File: src/rtl/j1g_pkg.sv
// Shared encodings for the j1g stack CPU: instruction classes, ALU opcodes,
// stack-delta codes and fault flag positions.
package j1g_pkg;

    typedef enum logic [1:0] {
        CLS_JUMP    = 2'b00,
        CLS_BRANCH0 = 2'b01,
        CLS_CALL    = 2'b10,
        CLS_ALU     = 2'b11
    } insn_class_e;

    // Low byte of an ALU instruction.
    typedef struct packed {
        logic       r2p;
        logic       n2a;
        logic       t2r;
        logic       t2n;
        logic [1:0] rdelta;
        logic [1:0] ddelta;
    } alu_ctl_t;

    localparam logic [4:0] OP_T     = 5'h00;
    localparam logic [4:0] OP_N     = 5'h01;
    localparam logic [4:0] OP_ADD   = 5'h02;
    localparam logic [4:0] OP_AND   = 5'h03;
    localparam logic [4:0] OP_OR    = 5'h04;
    localparam logic [4:0] OP_XOR   = 5'h05;
    localparam logic [4:0] OP_INV   = 5'h06;
    localparam logic [4:0] OP_EQ    = 5'h07;
    localparam logic [4:0] OP_LT    = 5'h08;
    localparam logic [4:0] OP_SAR   = 5'h09;
    localparam logic [4:0] OP_DEC   = 5'h0A;
    localparam logic [4:0] OP_R     = 5'h0B;
    localparam logic [4:0] OP_MEM   = 5'h0C;
    localparam logic [4:0] OP_SHL   = 5'h0D;
    localparam logic [4:0] OP_DEPTH = 5'h0E;
    localparam logic [4:0] OP_ULT   = 5'h0F;
    localparam logic [4:0] OP_SHR   = 5'h10;
    localparam logic [4:0] OP_FAULT = 5'h11;

    localparam logic [1:0] DELTA_PUSH = 2'b01;
    localparam logic [1:0] DELTA_POP  = 2'b11;

    localparam int FLT_DOVF = 0;
    localparam int FLT_DUNF = 1;
    localparam int FLT_ROVF = 2;
    localparam int FLT_RUNF = 3;

endpackage

File: src/rtl/j1g_stack.sv
// Register-array LIFO used for both j1g stacks. Saturates on overflow, reads
// zero on underflow, and flags either condition with a single-cycle pulse.
module j1g_stack #(
    parameter int WIDTH = 16,
    parameter int DEPTH = 15
) (
    input  logic                       clk,
    input  logic                       resetq,
    input  logic                       push,
    input  logic                       pop,
    input  logic                       wr_top,
    input  logic [WIDTH-1:0]           wdata,
    output logic [WIDTH-1:0]           top,
    output logic [$clog2(DEPTH+1)-1:0] count,
    output logic                       ovf,
    output logic                       unf
);
    localparam int CW = $clog2(DEPTH + 1);
    localparam int AW = $clog2(DEPTH);

    logic [WIDTH-1:0] mem [DEPTH];
    logic             full;
    logic             empty;
    logic [AW-1:0]    top_idx;
    logic [AW-1:0]    push_idx;

    assign full     = (count == CW'(DEPTH));
    assign empty    = (count == '0);
    assign top_idx  = AW'(count - 1'b1);
    assign push_idx = AW'(count);
    assign top      = empty ? '0 : mem[top_idx];
    assign ovf      = push && full;
    assign unf      = pop && empty;

    // NOTE: sequential state is assigned with non-blocking '<=' so every flop
    // samples pre-edge values regardless of block ordering.
    always_ff @(posedge clk or negedge resetq) begin
        if (!resetq) begin
            count <= '0;
        end else if (push && !full) begin
            count <= count + 1'b1;
        end else if (pop && !empty) begin
            count <= count - 1'b1;
        end
    end

    // NOTE: the entry array is deliberately not reset; count alone defines
    // which entries are valid, and unreset storage maps onto plain registers/RAM.
    always_ff @(posedge clk) begin
        if (push && !full) begin
            mem[push_idx] <= wdata;
        end else if (wr_top && !empty) begin
            mem[top_idx] <= wdata;
        end
    end

endmodule

File: src/rtl/j1g_core.sv
// j1g stack CPU: one instruction per unstalled cycle from a 1-cycle code ROM,
// with a ready/valid data-memory handshake and sticky stack fault flags.
module j1g_core #(
    parameter int WIDTH        = 16,
    parameter int DSTACK_DEPTH = 15,
    parameter int RSTACK_DEPTH = 17,
    parameter int CODE_AW      = 13
) (
    input  logic               clk,
    input  logic               resetq,
    output logic [CODE_AW-1:0] code_addr,
    input  logic [15:0]        insn,
    output logic [WIDTH-1:0]   mem_addr,
    output logic               mem_rd,
    output logic               mem_wr,
    output logic [WIDTH-1:0]   dout,
    input  logic [WIDTH-1:0]   din,
    input  logic               mem_ready,
    output logic [3:0]         fault
);
    import j1g_pkg::*;

    localparam int DCW = $clog2(DSTACK_DEPTH + 1);
    localparam int RCW = $clog2(RSTACK_DEPTH + 1);

    logic [CODE_AW-1:0] pc, pc_plus_1, pc_n, target;
    logic [WIDTH-1:0]   st0, st0_n, st1, rst0, alu, r_wdata;
    logic               reboot;
    logic [DCW-1:0]     dsp;
    logic [RCW-1:0]     rsp_unused;  // return depth is not architecturally visible
    logic               is_lit, is_alu, stall, exec;
    insn_class_e        cls;
    logic [4:0]         alu_op;
    alu_ctl_t           ctl;
    logic               d_push, d_pop, d_wr, r_push, r_pop, r_wr;
    logic               d_ovf, d_unf, r_ovf, r_unf;

    assign is_lit    = insn[15];
    assign cls       = insn_class_e'(insn[14:13]);
    assign is_alu    = !is_lit && (cls == CLS_ALU);
    assign alu_op    = insn[12:8];
    assign ctl       = alu_ctl_t'(insn[7:0]);
    assign target    = CODE_AW'(insn[12:0]);
    assign pc_plus_1 = pc + 1'b1;

    assign mem_rd   = is_alu && (alu_op == OP_MEM) && !reboot;
    assign mem_wr   = is_alu && ctl.n2a && !reboot;
    assign stall    = (mem_rd || mem_wr) && !mem_ready;
    assign exec     = !reboot && !stall;
    assign mem_addr = st0;
    assign dout     = st1;

    // A stalled insn is re-fetched by presenting the current pc again.
    assign code_addr = exec ? pc_n : (reboot ? '0 : pc);

    always_comb begin
        alu = st0;
        case (alu_op)
            OP_N:     alu = st1;
            OP_ADD:   alu = st0 + st1;
            OP_AND:   alu = st0 & st1;
            OP_OR:    alu = st0 | st1;
            OP_XOR:   alu = st0 ^ st1;
            OP_INV:   alu = ~st0;
            OP_EQ:    alu = {WIDTH{st1 == st0}};
            OP_LT:    alu = {WIDTH{$signed(st1) < $signed(st0)}};
            OP_SAR:   alu = {st0[WIDTH-1], st0[WIDTH-1:1]};
            OP_DEC:   alu = st0 - 1'b1;
            OP_R:     alu = rst0;
            OP_MEM:   alu = din;
            OP_SHL:   alu = {st0[WIDTH-2:0], 1'b0};
            OP_DEPTH: alu = WIDTH'(dsp);
            OP_ULT:   alu = {WIDTH{st1 < st0}};
            OP_SHR:   alu = {1'b0, st0[WIDTH-1:1]};
            OP_FAULT: alu = WIDTH'(fault);
            default:  alu = st0;
        endcase
    end

    // NOTE: every signal driven here gets a default before the case, so no
    // path leaves it unassigned and no latch is inferred.
    always_comb begin
        st0_n   = st0;
        pc_n    = pc_plus_1;
        r_wdata = st0;
        d_push  = 1'b0;
        d_pop   = 1'b0;
        d_wr    = 1'b0;
        r_push  = 1'b0;
        r_pop   = 1'b0;
        r_wr    = 1'b0;
        if (is_lit) begin
            st0_n  = WIDTH'(insn[14:0]);
            d_push = 1'b1;
        end else begin
            case (cls)
                CLS_JUMP: pc_n = target;
                CLS_BRANCH0: begin
                    st0_n = st1;
                    d_pop = 1'b1;
                    if (st0 == '0) pc_n = target;
                end
                CLS_CALL: begin
                    r_push  = 1'b1;
                    r_wdata = WIDTH'({pc_plus_1, 1'b0});
                    pc_n    = target;
                end
                default: begin
                    st0_n  = alu;
                    if (ctl.r2p) pc_n = rst0[CODE_AW:1];
                    d_push = (ctl.ddelta == DELTA_PUSH);
                    d_pop  = (ctl.ddelta == DELTA_POP);
                    d_wr   = ctl.t2n && !d_push && !d_pop;
                    r_push = (ctl.rdelta == DELTA_PUSH);
                    r_pop  = (ctl.rdelta == DELTA_POP);
                    // T2R without a push overwrites the R top, mirroring T2N.
                    r_wr   = ctl.t2r && !r_push && !r_pop;
                end
            endcase
        end
        if (!exec) begin
            d_push = 1'b0;
            d_pop  = 1'b0;
            d_wr   = 1'b0;
            r_push = 1'b0;
            r_pop  = 1'b0;
            r_wr   = 1'b0;
        end
    end

    always_ff @(posedge clk or negedge resetq) begin
        if (!resetq) begin
            pc     <= '0;
            st0    <= '0;
            reboot <= 1'b1;
            fault  <= '0;
        end else begin
            reboot <= 1'b0;
            if (exec) begin
                pc  <= pc_n;
                st0 <= st0_n;
            end
            fault[FLT_DOVF] <= fault[FLT_DOVF] | d_ovf;
            fault[FLT_DUNF] <= fault[FLT_DUNF] | d_unf;
            fault[FLT_ROVF] <= fault[FLT_ROVF] | r_ovf;
            fault[FLT_RUNF] <= fault[FLT_RUNF] | r_unf;
        end
    end

    j1g_stack #(.WIDTH(WIDTH), .DEPTH(DSTACK_DEPTH)) u_dstack (
        .clk    (clk),
        .resetq (resetq),
        .push   (d_push),
        .pop    (d_pop),
        .wr_top (d_wr),
        .wdata  (st0),
        .top    (st1),
        .count  (dsp),
        .ovf    (d_ovf),
        .unf    (d_unf)
    );

    j1g_stack #(.WIDTH(WIDTH), .DEPTH(RSTACK_DEPTH)) u_rstack (
        .clk    (clk),
        .resetq (resetq),
        .push   (r_push),
        .pop    (r_pop),
        .wr_top (r_wr),
        .wdata  (r_wdata),
        .top    (rst0),
        .count  (rsp_unused),
        .ovf    (r_ovf),
        .unf    (r_unf)
    );

endmodule

File: config.mk
export PLATFORM = sky130hd
export DESIGN_NAME = j1g_core
export DESIGN_NICKNAME = d
export VERILOG_FILES = /design/src/rtl/j1g_pkg.sv /design/src/rtl/j1g_stack.sv /design/src/rtl/j1g_core.sv
export SDC_FILE = /design/constraint.sdc
export NUM_CORES = 1
export LEC_CHECK = 0
export ABC_AREA = 1
export CAP_MARGIN = 30
export CORE_UTILIZATION = 43
export DETAILED_ROUTE_END_ITERATION = 10
export PLACE_DENSITY_LB_ADDON = 0.25
export SLEW_MARGIN = 20
export SYNTH_ARGS = -nofsm -noshare
export SYNTH_HDL_FRONTEND = slang
export SYNTH_SLANG_ARGS = --single-unit
export TNS_END_PERCENT = 30
File: constraint.sdc
create_clock -name clk -period 5.1 [get_ports clk]
set_clock_uncertainty 0.05 [all_clocks]
set_input_delay 0.51 -clock clk [delete_from_list [all_inputs] [get_ports clk]]
set_output_delay 0.51 -clock clk [all_outputs]
set_load 0.005 [all_outputs]
---- Word level (Yosys, flattened, before mapping) ----
Memory sizes are Yosys's and may differ from the RTL's.
Index checks and enable logic that the tools add are counted.
storage, ports and cells
  register bits ........................... 43
  memory bits (writable) .................. 512
  input port bits ......................... 35
  output and inout port bits .............. 51
  memories kept ........................... 2
memory list
  memory        depth  bits a word  read ports  clocked after memory_dff  write ports  RTL line         source
  u_rstack.mem  17     16           1           0                         1            j1g_stack.sv:21  logic [WIDTH-1:0] mem [DEPTH];
  u_dstack.mem  15     16           1           0                         1            j1g_stack.sv:21
cells by class
  add/subtract/negate cells ............... 7
  magnitude comparators ................... 2
  eq/ne operators ......................... 29
  muxes and demuxes ....................... 51
  bitwise operators ....................... 8
  reduce and logical (&&, ||, !) cells .... 49
operator list
  cell                   count
  $pmux 16 s17           1
  $mux 16                7
  $mux 13                5
  $eq 5x4->1 const B     8
  $lt 16x16->1           2
  $pmux 16 s2            1
  $reduce_or 16->1       2
  $mux 1                 28
  $pmux 13 s2            1
  $logic_and 1x1->1      21
  $eq 5x3->1 const B     4
  $reduce_bool 19->1     1
  $reduce_bool 18->1     1
  $add 16x16->16         1
  $and 16x16->16         1
  $eq 16x16->1           1
  $logic_not 16->1       1
  $not 16->16            1
  $or 16x16->16          1
  $sub 16x1->16 const B  1
  $xor 16x16->16         1
  $eq 5x5->1 const B     3
  $mux 5                 3
  $add 13x1->13 const B  1
  24 further kinds       49

---- Logic depth before layout (Yosys ltp) ----
Gate-level depths: netlist (run 1).
  depth in word-level cells ............... 15
  gate-level depth with buffers ........... 38
  depth with buffers taken out ............ 32

---- By module ----
From an unflattened synthesis (run 1), not the netlist that was laid out.
unflattened totals
  cell total of the unflattened synthesis .. 3105
  area, all modules ....................... 28636.2 um2
by module, submodules not included
  module                 times used  cells an instance  area each (um2)
  j1g_stack at u_rstack  1           994                11767.5
  j1g_stack at u_dstack  1           973                10565.1
  j1g_core               1           1138               6303.5

---- Worst setup path after synthesis (run 1) ----
No wires, ideal clock.
  path type ............................... register to register
  start ................................... register u_dstack.count[0]
  end ..................................... register st0[12] (netlist: mem_addr[12])
  library setup time ...................... 0.117 ns
  arrival ................................. 4.254 ns
  path slack .............................. 0.678 ns
  cell stages (with the launch flop) ...... 35
  buffers on the path ..................... 7
  clock period less this slack ............ 4.422 ns
  cells stage by stage .................... dfrtp_1 -> buf_4 -> inv_4 -> buf_6 -> buf_4 -> buf_6 -> ha_1 -> buf_4 -> buf_2 -> buf_2 -> nand3_1 -> o211ai_1 -> nand3_1 -> nand3_2 -> ha_1 -> or2_2 -> nand3_1 -> ha_1 -> nand3_1 -> nand2_1 -> nand2_1 -> o21ai_0 -> nand3_1 -> nand2_1 -> nand2_1 -> nand2_1 -> inv_1 -> o21ai_0 -> nand2_1 -> nand3_1 -> nand2_1 -> o21ai_0 -> nand2_1 -> nand2_1 -> nand2_1
on the way
  longest elaborated chain between the ends .. 7
  elaborated cells on any way between the ends .. 14
  those cells by class .................... 2 x add/sub; 2 x order compare; 1 x eq/ne; 4 x mux; 3 x bitwise; 1 x reduce/logical; 1 x memory
ends and longest elaborated chain
  item                                    RTL line         source
  start: declaration                      j1g_stack.sv:14  output logic [$clog2(DEPTH+1)-1:0] count,
  start signal: assignment                j1g_stack.sv:41  count <= count + 1'b1;
  start signal: assignment                j1g_stack.sv:43  count <= count - 1'b1;
  $sub 4x1->4                             j1g_stack.sv:29  assign top_idx = AW'(count - 1'b1);
  $mem_v2 15x16                           n/a
  $mux 16 (*)                             j1g_stack.sv:31  assign top = empty ? '0 : mem[top_idx];
  $add 16x16->16 (tied with other cells)  j1g_core.sv:60   OP_ADD: alu = st0 + st1;
  $pmux 16 s17                            j1g_core.sv:58   case (alu_op)
  $pmux 16 s2 (*)                         j1g_core.sv:96   case (cls)
  $mux 16 (*)                             j1g_core.sv:92   if (is_lit) begin
  end signal: assignment                  j1g_core.sv:141  st0 <= st0_n;
  end: declaration                        j1g_core.sv:27   logic [WIDTH-1:0] st0, st0_n, st1, rst0, alu, r_wdata;
Every way passes the cells marked *; elsewhere a longest branch is shown, timed or not.
A chain may end at the register's enable or synchronous reset.

---- Final worst setup path (run 1) ----
  start ................................... register u_rstack.count[1]
  end ..................................... output code_addr[8]
on the way
  longest elaborated chain between the ends .. 7
  elaborated cells on any way between the ends .. 8
  those cells by class .................... 1 x add/sub; 5 x mux; 1 x reduce/logical; 1 x memory
ends and longest elaborated chain
  item                      RTL line         source
  start: declaration        j1g_stack.sv:14
  start signal: assignment  j1g_stack.sv:41
  start signal: assignment  j1g_stack.sv:43
  $sub 5x1->5               j1g_stack.sv:29
  $mem_v2 17x16             n/a
  $mux 16 (*)               j1g_stack.sv:31
  $mux 13 (*)               j1g_core.sv:110  if (ctl.r2p) pc_n = rst0[CODE_AW:1];
  $pmux 13 s2 (*)           j1g_core.sv:96
  $mux 13 (*)               j1g_core.sv:92
  $mux 13 (*)               j1g_core.sv:54   assign code_addr = exec ? pc_n : (reboot ? '0 : pc);
  end: declaration          j1g_core.sv:11   output logic [CODE_AW-1:0] code_addr,
Marked as above.

==> results of run 1 <==
cell usage after synthesis (all sizes together) (2+ instances only):
cell type  instances  area [sq um]
a32oi              6          52.6
nand3            389          2070
nand4             22           138
o2111ai           14           123
dfrtp             42          1050
o221ai             6          52.6
buf               83           489
xor2              15           139
nor4              11          75.1
inv              168           636
nand2            741          2850
xnor2              2          17.5
nor3              22           110
and2               3          18.8
edfxtp           512         15400
nand3b             2          15.0
a211oi             8          60.1
a21oi            155           795
o21ai            154           771
a22oi             24           180
o22ai             21           131
a2111oi            3          26.3
clkbuf            54           203
nor2             137           554
o211ai            18           135
o31ai              8          60.1
or2               23           144
a221oi             6          52.6
o21bai             3          22.5
ha                73           913
worst max-delay path: stages (launching register included):
cell and delay (ns):
dfrtp_1 0.44, inv_1 0.16, ha_2 0.34, inv_2 0.29
nand3_1 0.13, nand3_1 0.13, nand2_1 0.06, o21ai_0 0.19
a21oi_1 0.09, o21ai_0 0.38, a21oi_1 0.14, o31ai_1 0.50
buf_4 0.19, o21ai_0 0.11, and2_1 0.17, clkdlybuf4s50_1 0.44
power breakdown:
part	internal (mW)	leakage, nW	switching [mW]
Combinational	4.06	6.15	8.40
Clock	2.44	0.931	1.79
Sequential	5.64	5.15	0.138
per-layer routing:
metal | wire (microns) | part of all wire [%] | vias up | GRT usage (%)
met4 | 4230 | 4.8 | 12 | 12.6
met1 | 35800 | 40 | 10600 | 34.8
met5 | 69 | 0.078 | - | 0
met2 | 43000 | 48 | 910 | 46.4
li1 | - | - | 9952 | -
met3 | 5880 | 6.6 | 249 | 3.80
path summary, 6_finish.rpt:
| check | to | cells past startpoint | slack (ns) | startpoint |
|---|---|---|---|---|
| max | code_addr[8] | 15 | 0.15 | u_rstack.count[1] |
| min | u_rstack.count[3] | 3 | 0.48 | resetq |
| max reg2reg | mem_addr[14] | 27 | 0.35 | u_dstack.count[1] |
| min reg2reg | fault[2] | 2 | 0.53 | fault[2] |
| max in group asynchronous | u_dstack.count[0] | 3 | 3.97 | resetq |
| min in group clk | fault[2] | 2 | 0.53 | fault[2] |
layout make-up:
cell class	count	area, sq um	share of cell area (%)
flip-flops and latches	555	16500	51.6
inverters	169	644	2.02
well taps	846	1060	3.32
clock inverters	48	405	1.27
clock buffers	63	1510	4.74
repair buffers	225	2120	6.64
multi-input cells	1878	9730	30.5
per-stage QoR:
| stage | area (sq um) | setup slack, ns | setup TNS (ns) | utilization, % |
|---|---|---|---|---|
| 3_5_place_dp | 30000 | 0.398 | 0 | 47.6 |
| 5_1_grt | 31900 | -0.00855 | -0.00855 | 50.7 |
| 3_3_place_gp | 29900 | 0.457 | 0 | 47.5 |
| 4_1_cts | 31900 | 0.143 | 0 | 50.6 |
| 6_report | 31900 | 0.146 | 0 | 50.7 |
| 2_1_floorplan | 27400 | 0.678 | 0 | - |
flip-flops by register name (all words and copies together) (netlist names):
register and cells:
fault 4, mem_addr 16, pc 13, reboot 1, u_dstack.count 4, u_dstack.mem 240
u_rstack.count 5, u_rstack.mem 272
repair_timing:
action	CTS	global route
hold endpoints to repair	33	0
hold buffers	1	0
endpoints found under the setup margin	0	8
gates resized for setup	0	5
kinds of logic after synthesis:
group | count (synthesis)
buffers and inverters | 306
and+or+nand+nor | 1353
AOI/OAI and AO/OA | 433
DFF | 555
xor gates and xnor gates | 17
other | 1
adders and majority gates | 74
==> impl_metrics.toml, run 1 <==
[synth]
async_reset_ff_share_pct = 7.75
synth_top_family_by_area = "simple AND/OR/NAND/NOR gates"
synthAdderAreaFrac_pct = 3.41
ys_warn_count = 0
synth_enable_flop_cells = 512
synth_xor_area_share_pct = 0.571
synth_compound_area_share_pct = 9.19
muxShareOfSynthArea_pct = 0
ys_ff_latch = 555
ys_types = 61
syn_nets = 2848
ys_seq_area_share_pct = 60.1
yosys.area_share.simple_pct = 21.9
syn_inst = 2739
synth_flop_cell = "edfxtp_1"
synth.cell_area_sq_um = 27400
avgSynthCellArea_sq_um = 10.0

[floorplanning]
die_area_sq_um = 64700
io_pins = 86
core_area_sq_um = 63000
die_y_microns = 254
num_rows = 92
start_util_pct = 43.5
die_w_microns = 254

[worst_setup_path]
required_ns = 4.54
cp.arrival_ns = 4.39
critPathKind = "reg2out"
endpoint_kind = "primary output"
cp-start-kind = "register"
path_max_fanout = 15

[sta]
drv_slew = 0
slew_headroom_pct = 33.4
fmax_ghz = 0.202
setup_violations = 0
hold_ws_ns = 0.485
tightest_slew_ns = 0.989
hold_viol = 0
rsz0062_at_grt = "yes"
period_share_pct = 97.1
period_needed_ns = 4.95

[placed_design]
gp_congestion = 1.01
io_buffer_count = 85
hpwl_microns = 59500
dp_cells = 3670

[clocking]
numCtsBuffers = 59
tritoncts = "yes"
clock_path_buffers = 3
clock_latency_ns = 0.62
cts-root-buf = "clkbuf_16"
post_cts_buffers = 0
htreeDepth = 2
clock-sinks = 555
clkTransAtPathRegs_ns = 0.07

[pwr]
power.density_nw_per_um2 = 704
total_power_mw = 22.5
ir_drop_v = 0.000579
leakagePower_nw = 12.2

[detailed_routing]
wire_per_inst_microns = 23.5
dr.pass1.iters = 6
drt_wl_total_microns = 89000
via_per_inst = 5.73
num_vias = 21700
drt_iter0_markers = 1779
drcViolationCount = 0
drt.antenna.violating_nets = 0

[cells_and_area]
layout_common_cells = "nand2_1, edfxtp_1, nand3_1"
n_antenna_cell = 0
nets = 2997
nFillCells = 5781
drive_gt1_share_pct = 12.7
instances_no_fill = 3784
synthToLayoutAreaGrowth_pct = 16.6
layout_commonest_cell = "nand2_1"

[grt]
antenna_found_initial = 6
grt_pass1_vias = 20900
track_usage_pct = 27.4
grt_max_degree = 133
grt_pass1_wl_microns = 132000
overflow = 0

[job]
max-cap-violations = 0

[min_path]
hold_path.class = "in2async"

[outcome]
status = "finished, final reports clean"
No activity file was read; power rests on OpenSTA's default activity.
==> run 2: changes to the inputs <==
PLACE_DENSITY = 0.61   (was not set)
PLACE_DENSITY_LB_ADDON = not set   (was 0.25)
==> impl_metrics.toml, run 2 (same netlist as run 1, synthesis figures left out) <==
[sta]
period_needed_ns = 4.93
hold_viol = 0
drv_slew = 0
period_share_pct = 96.6
setup_violations = 0
tightest_slew_ns = 0.995
slew_headroom_pct = 33.0
timing.final.ws_setup_ns = 0.172
rsz0062_at_grt = "yes"
finalSetupTns_ns = 0
fmax_ghz = 0.203

[floorplanning]
die_w_microns = 254
num_rows = 92
start_util_pct = 43.5
die_area_sq_um = 64700
core_area_sq_um = 63000
die_y_microns = 254
io_pins = 86

[outcome]
status = "finished, final reports clean"

[clocking]
clock_latency_ns = 0.64
numCtsBuffers = 58
htreeDepth = 2
post_cts_buffers = 0
clock-sinks = 555
clock_path_buffers = 3
clkTransAtPathRegs_ns = 0.07
cts-root-buf = "clkbuf_16"
tritoncts = "yes"

[worst_setup_path]
path_common_cell = "o21ai_0"
path_max_fanout = 19
cpPeakStageDelay_ns = 0.52
critPathKind = "reg2out"
path_cells = "inv_1, ha_1, xnor2_4, buf_12, nor3_1, o21ai_0, a21oi_1, o21ai_0, a21oi_1, o31ai_1, o21ai_0, and2_1, clkdlybuf4s50_1"
cp_slowest_cell = "xnor2_4"
cp-start-kind = "register"
path_buf_inv = 3
required_ns = 4.54
endpoint_kind = "primary output"
crit_family = "compound AO/OA/AOI/OAI gates"
cp.arrival_ns = 4.37

[detailed_routing]
wire_per_inst_microns = 23.2
drt_iter0_markers = 1931
num_vias = 21300
drt_wl_total_microns = 87300
via_per_inst = 5.68
drcViolationCount = 0
drt.antenna.violating_nets = 0
dr.pass1.iters = 5

[pwr]
total_power_mw = 22.4
leakagePower_nw = 12.1
ir_drop_v = 0.000357
power.density_nw_per_um2 = 707

[grt]
grt_pass1_vias = 21000
grt_pass1_wl_microns = 131000
track_usage_pct = 27.1
antenna_found_initial = 2
grt_max_degree = 133
overflow = 0

[placed_design]
gp_congestion = 1.00
io_buffer_count = 85
place_ws_ns = 0.409
hpwl_microns = 59300

[min_path]
hold_path.class = "in2async"

[job]
max-cap-violations = 0

[cells_and_area]
nets = 2967
layout_commonest_cell = "nand2_1"
layout_common_cells = "nand2_1, edfxtp_1, nand3_1"
final_util_pct = 50.3
drive_gt1_share_pct = 11.6
n_antenna_cell = 0
largest_register_ff_count = 272
largest-register = "u_rstack.mem"
synthToLayoutAreaGrowth_pct = 15.7
run 2: area by class of cell:
cell class,instances,area [sq um]
clock buffer,71,1500
clock inverter,38,393
fill,5741,31300
inverter,169,648
multi-input combinational,1878,9720
sequential,555,16500
tap,846,1060
timing repair buffer,196,1910
run 2: final timing paths:
check	startpoint	to	slack, ns	cells past startpoint
worst max register to register	u_dstack.count[1]	mem_addr[12]	0.48	30
worst max-delay path	u_rstack.count[1]	code_addr[8]	0.17	13
worst min-delay path	resetq	pc[4]	0.47	3
min in group clk	fault[2]	fault[2]	0.55	2
max in group asynchronous	resetq	u_dstack.count[0]	3.98	3
worst min register to register	fault[2]	fault[2]	0.55	2
run 2: report_power, final:
group          total [mW]  switching [mW]  internal (mW)
sequential           5.82           0.185           5.64
combinational        12.3            8.36           3.98
clock                4.25            1.80           2.45
run 2: stage by stage:
stage	instances	cell area [sq um]	hold WS [ns]
3_3_place_gp	3638	29700	0.533
5_1_grt	3753	31700	0.522
6_report	3753	31700	0.467
3_5_place_dp	3641	29700	0.533
2_1_floorplan	2739	27400	0.164
4_1_cts	3752	31700	0.482
run 2: worst reg2reg max path, delay by kind of cell, from the launching register on:
| kind | cells | cell delay [ns] |
|---|---|---|
| compound gates | 3 | 0.49 |
| fa+ha+maj | 2 | 0.65 |
| buf+inv | 5 | 0.92 |
| flops | 1 | 0.40 |
| simple gates | 20 | 2.01 |
run 2: layer usage:
layer	GRT usage (%)	wire length, microns	vias up
li1	-	-	9883
met1	34.2	35300	10300
met2	46.0	42600	879
met3	3.97	5300	211
met4	12.1	4000	4
met5	0	17	-
run 2: what timing repair did:
action	4_1_cts	5_1_grt
gates resized for setup	2	9
endpoints found under the setup margin	2	12
hold endpoints to repair	42	0
cloned	1	0
hold buffers	1	0
